--- src/rtl/mux_rr_arbiter.sv ---
// Round-robin arbiter and sequencer for a shared 4:1 data mux, with a per-grant beat cap of HOLD.
// Optional build macro MUX_ARB_ZERO_EN: z reads 0 in every cycle where valid=0.
module mux_rr_arbiter #(
  parameter int W    = 4,
  parameter int HOLD = 4
) (
  input  logic         clk,
  input  logic         reset,
  input  logic         en,
  input  logic [3:0]   req,
  input  logic [W-1:0] a,
  input  logic [W-1:0] b,
  input  logic [W-1:0] c,
  input  logic [W-1:0] d,
  output logic [3:0]   gnt,
  output logic [1:0]   sel,
  output logic [W-1:0] z,
  output logic         valid
);

  typedef enum logic {IDLE, GRANT} state_t;

  state_t     state;
  logic [1:0] last;
  logic [3:0] cnt;

  logic [W-1:0] data_s;
  logic         beat;
  logic         rel;
  logic         idle_found, rel_found;
  logic [1:0]   idle_idx, rel_idx;

  // Returns {found, index} of the first set bit of mask, searching from+1, from+2, ... modulo 4.
  function automatic logic [2:0] pick(input logic [3:0] mask, input logic [1:0] from);
    logic [1:0] idx;
    pick = 3'b000;
    // Walk offsets 4 down to 1 so the nearest requester is assigned last and wins.
    for (int i = 3; i >= 0; i--) begin
      idx = from + 2'(i + 1);
      if (mask[idx]) pick = {1'b1, idx};
    end
  endfunction

  always_comb begin
    // NOTE: every always_comb output gets a default first, so no path can infer a latch.
    data_s = a;
    unique case (sel)
      2'd0: data_s = a;
      2'd1: data_s = b;
      2'd2: data_s = c;
      2'd3: data_s = d;
      default: data_s = a;
    endcase
  end

  assign beat = (state == GRANT) && req[sel] && !en;
  assign rel  = (state == GRANT) && (!req[sel] || (beat && cnt == 4'(HOLD - 1)));

  assign {idle_found, idle_idx} = pick(req, last);
  // On release the current holder is masked out, and its index is the new rotation origin.
  assign {rel_found, rel_idx}   = pick(req & ~gnt, sel);

  // NOTE: all state updates use non-blocking assignments so every register samples pre-edge values.
  always_ff @(posedge clk) begin
    if (reset) begin
      state <= IDLE;
      gnt   <= 4'b0000;
      sel   <= 2'b00;
      z     <= '0;
      valid <= 1'b0;
      cnt   <= 4'd0;
      last  <= 2'b11;
    end else if (en) begin
      if (state == GRANT) last <= sel;
      state <= IDLE;
      gnt   <= 4'b0000;
      z     <= '0;
      valid <= 1'b0;
      cnt   <= 4'd0;
    end else begin
      unique case (state)
        IDLE: begin
          valid <= 1'b0;
`ifdef MUX_ARB_ZERO_EN
          z <= '0;
`endif
          if (idle_found) begin
            gnt   <= 4'b0001 << idle_idx;
            sel   <= idle_idx;
            cnt   <= 4'd0;
            state <= GRANT;
          end
        end
        GRANT: begin
          if (beat) begin
            z     <= data_s;
            valid <= 1'b1;
            cnt   <= cnt + 4'd1;
          end else begin
            valid <= 1'b0;
`ifdef MUX_ARB_ZERO_EN
            z <= '0;
`endif
          end
          if (rel) begin
            last <= sel;
            cnt  <= 4'd0;
            if (rel_found) begin
              gnt <= 4'b0001 << rel_idx;
              sel <= rel_idx;
            end else begin
              gnt   <= 4'b0000;
              state <= IDLE;
            end
          end
        end
        default: state <= IDLE;
      endcase
    end
  end

endmodule

--- config.mk ---
export PLATFORM = sky130hd
export DESIGN_NAME = mux_rr_arbiter
export DESIGN_NICKNAME = d
export VERILOG_FILES = /design/src/rtl/mux_rr_arbiter.sv
export SDC_FILE = /design/constraint.sdc
export NUM_CORES = 1
export LEC_CHECK = 0
export CORE_MARGIN = 2
export CORE_UTILIZATION = 48
export DETAILED_ROUTE_END_ITERATION = 7
export GPL_TIMING_DRIVEN = 0
export PLACE_DENSITY = 0.8
export REMOVE_ABC_BUFFERS = 1
export SLEW_MARGIN = 20
export SYNTH_ARGS = -nofsm -noshare
export SYNTH_HDL_FRONTEND = slang
export SYNTH_SLANG_ARGS = --single-unit
--- constraint.sdc ---
create_clock -name clk -period 5.4 [get_ports clk]
set_clock_uncertainty 0.15 [all_clocks]
set_input_delay 1.35 -clock clk [delete_from_list [all_inputs] [get_ports clk]]
set_output_delay 1.35 -clock clk [all_outputs]
set_load 0.02 [all_outputs]
==> flow_summary.yaml <==
power:
  p_comb_share_pct: 31.5
  pwr-share-clk_pct: 23.9
  seqPwrFrac_pct: 44.6
  power.internal_mw: 0.2326
  peakVddDrop_v: 0.0001800
  p_sw_share_pct: 30.28
  p_sw_mw: 0.1010
  power_leakage_nw: 0.5926
  powerDensity_nw_per_um2: 207.3
  total_power_mw: 0.3336
sta:
  period_minus_slack_ns: 3.496
  hold_viol: 0
  fmax_ghz: 0.2860
  slew_headroom_pct: 36.64
  worst_slack_ns: 1.904
  setup_violations: 0
  worst_slew_pin_slew_ns: 0.9372
  holdWs_ns: 0.3444
  maxSlewViolCount: 0
  fin_tns_setup_ns: 0
  period_share_pct: 64.75
  rsz0062_at_grt: "no"
critical_path:
  rrSetupSlack_ns: 2.87
  r2r-start: "sel[0]$_SDFFE_PP0P_"
  r2r_end: "gnt[3]$_SDFFE_PP0P_"
  crit_type: "input port to flop"
  critPathCapture: "sel[1]$_SDFFE_PP0P_"
  worstRegToRegCells: 8
  worstPathArrival_ns: 3.55
  worstPathCellList: "clkdlybuf4s50_1 -> nor2_1 -> nor4b_1 -> o21bai_2 -> or3_4 -> nor3_1 -> a211oi_1"
  cp_max_fo: 8
  required_ns: 5.46
  startpoint: "req[3]"
  worst_setup_path_end_kind: "flop"
  slowest_delay_ns: 0.78
  cpMaxStageDelayCell: "nor4b_1"
  cp-start-kind: "input port"
finish:
  final_common_cell: "clkdlybuf4s50_1"
  final_util_pct: 65.55
  final_cell_mix: "33 x clkdlybuf4s50_1, 27 x nor2_1, 18 x dfxtp_1"
  syn2layout_area_growth_pct: 30.03
  final_cells: 215
  antenna_cells: 0
  fin_nets: 214
  drive_above_1_share_pct: 7.027
  fin_area_um2: 1609
clocking:
  cts_buffer_depth: 2
  root_buffer: "clkbuf_4"
  cts_sinks: 18
  clk_latency_ns: 0.29
  clk_pin_slew_ns: 0.10
  cts_tree: "yes"
  cts_setup_buffers: 0
  cts_hold_buf: 0
  numCtsBuffers: 3
  h-tree-depth: 1
  ctsResizeCount: 0
synth:
  synthFlopType: "dfxtp_1"
  avgSynthCellArea_um2: 8.035
  syn_inst: 154
  yosys.cell_types.count: 47
  ys_seq_area_share_pct: 29.12
  async_flop_share_pct: 0
  synth-edff-count: 0
  synth_seq_cells: 18
  synth.cell_area_um2: 1237
  yosysWarnings: 0
placed_design:
  place_ws_ns: 1.655
  placed_area_um2: 1573
  dpl.cell_count: 211
  gp_congestion: 0.7882
  dp_hpwl_mm: 2.360
  io_buffers: 33
grt:
  grt-ovfl-total: 0
  grt_pass1_wl_mm: 4.747
  grt_usage_pct: 21.65
  antenna_found_initial: 0
  grt_max_degree: 16
  grt_pass1_vias: 1213
min_path:
  worstHoldPathCells: 2
  worst_hold_path_type: "flop to flop"
run_status:
  outcome: "completed"
floorplan:
  core-area_um2: 2455
  die_area_um2: 3000
  die_h_um: 54.78
  rows: 18
  die_w_um: 54.78
  initial_core_util_pct: 50.41
  io_pins: 34
drt:
  first_iter_violations: 40
  wl_per_cell_um: 14.00
  first_pass_iters: 4
  drc: 0
  ant_nets: 0
  detail_route.vias_per_cell: 5.977
  vias: 1285
  totalWireLength_mm: 3.010
job:
  drv_cap: 0
power by group through the flow:
stage	Clock [mW]	Combinational (mW)	Sequential [mW]
6_report	0.0797	0.105	0.149
5_1_grt	0.0867	0.115	0.150
4_1_cts	0.0823	0.105	0.149
3_5_place_dp	0	0.104	0.152
3_3_place_gp	0	0.102	0.152
2_1_floorplan	0	0.0611	0.154
cells by family (layout without fill, tap and decap cells):
| group | Yosys count | in the layout | share of synthesized area (%) |
|---|---|---|---|
| buffers and inverters | 11 | 42 | 4.146 |
| adders and majority gates | 5 | 5 | 5.056 |
| xor gates and xnor gates | 2 | 2 | 1.416 |
| DFF | 18 | 18 | 29.12 |
| AOI/OAI and AO/OA | 48 | 48 | 27.60 |
| and+or+nand+nor | 66 | 66 | 28.42 |
| muxes | 4 | 4 | 4.247 |
flip-flops by register name, summed over array words and instances, names as in the netlist:
register	flops
z	4
valid	1
cnt	4
gnt	4
state	1
sel	2
last	2
critical path: cells and delay by family:
kind / cells / cell delay [ns]
compound gates: 2 / 0.50
buf+inv: 1 / 0.53
simple gates: 4 / 1.18
per-layer routing:
metal / GRT usage, % / routed length [um] / part of all wire, %
met4: 4.167 / 40 / 1.3
met3: 5.738 / 261 / 8.7
met1: 22.45 / 1238 / 41
met5: 0 / 0 / 0
met2: 42.66 / 1468 / 49
worst min path at each step:
stage,from,endpoint,slack (ns)
floorplan,cnt[1]$_SDFFE_PP0P_,cnt[1]$_SDFFE_PP0P_,0.31
global placement,z[3]$_SDFFE_PP0P_,z[3]$_SDFFE_PP0P_,0.32
detailed placement,z[2]$_SDFFE_PP0P_,z[2]$_SDFFE_PP0P_,0.33
CTS,z[2]$_SDFFE_PP0P_,z[2]$_SDFFE_PP0P_,0.35
global route,z[2]$_SDFFE_PP0P_,z[2]$_SDFFE_PP0P_,0.38
finish,z[2]$_SDFFE_PP0P_,z[2]$_SDFFE_PP0P_,0.34
final cells by class:
type / instances / area, um^2
clock buffer: 4 / 36.28
fill: 235 / 845.8
inverter: 5 / 18.77
multi-input combinational: 125 / 825.8
sequential: 18 / 360.3
tap: 30 / 37.54
timing repair buffer: 33 / 330.3
Yosys cell counts, types with 3 or more instances:
| library cell | n | area (um^2) |
|---|---|---|
| nand2_1 | 9 | 33.78 |
| a222oi_1 | 4 | 40.04 |
| a211o_1 | 4 | 35.03 |
| a21oi_1 | 16 | 80.08 |
| mux2i_1 | 3 | 30.03 |
| ha_1 | 5 | 62.56 |
| nor2_1 | 27 | 101.4 |
| nor2b_1 | 5 | 31.28 |
| a211oi_1 | 6 | 45.04 |
| dfxtp_1 | 18 | 360.4 |
| o21ai_0 | 4 | 20.02 |
| nand2b_1 | 5 | 31.28 |
| inv_1 | 5 | 18.77 |
Note: power is estimated with default switching activity, not from simulation.
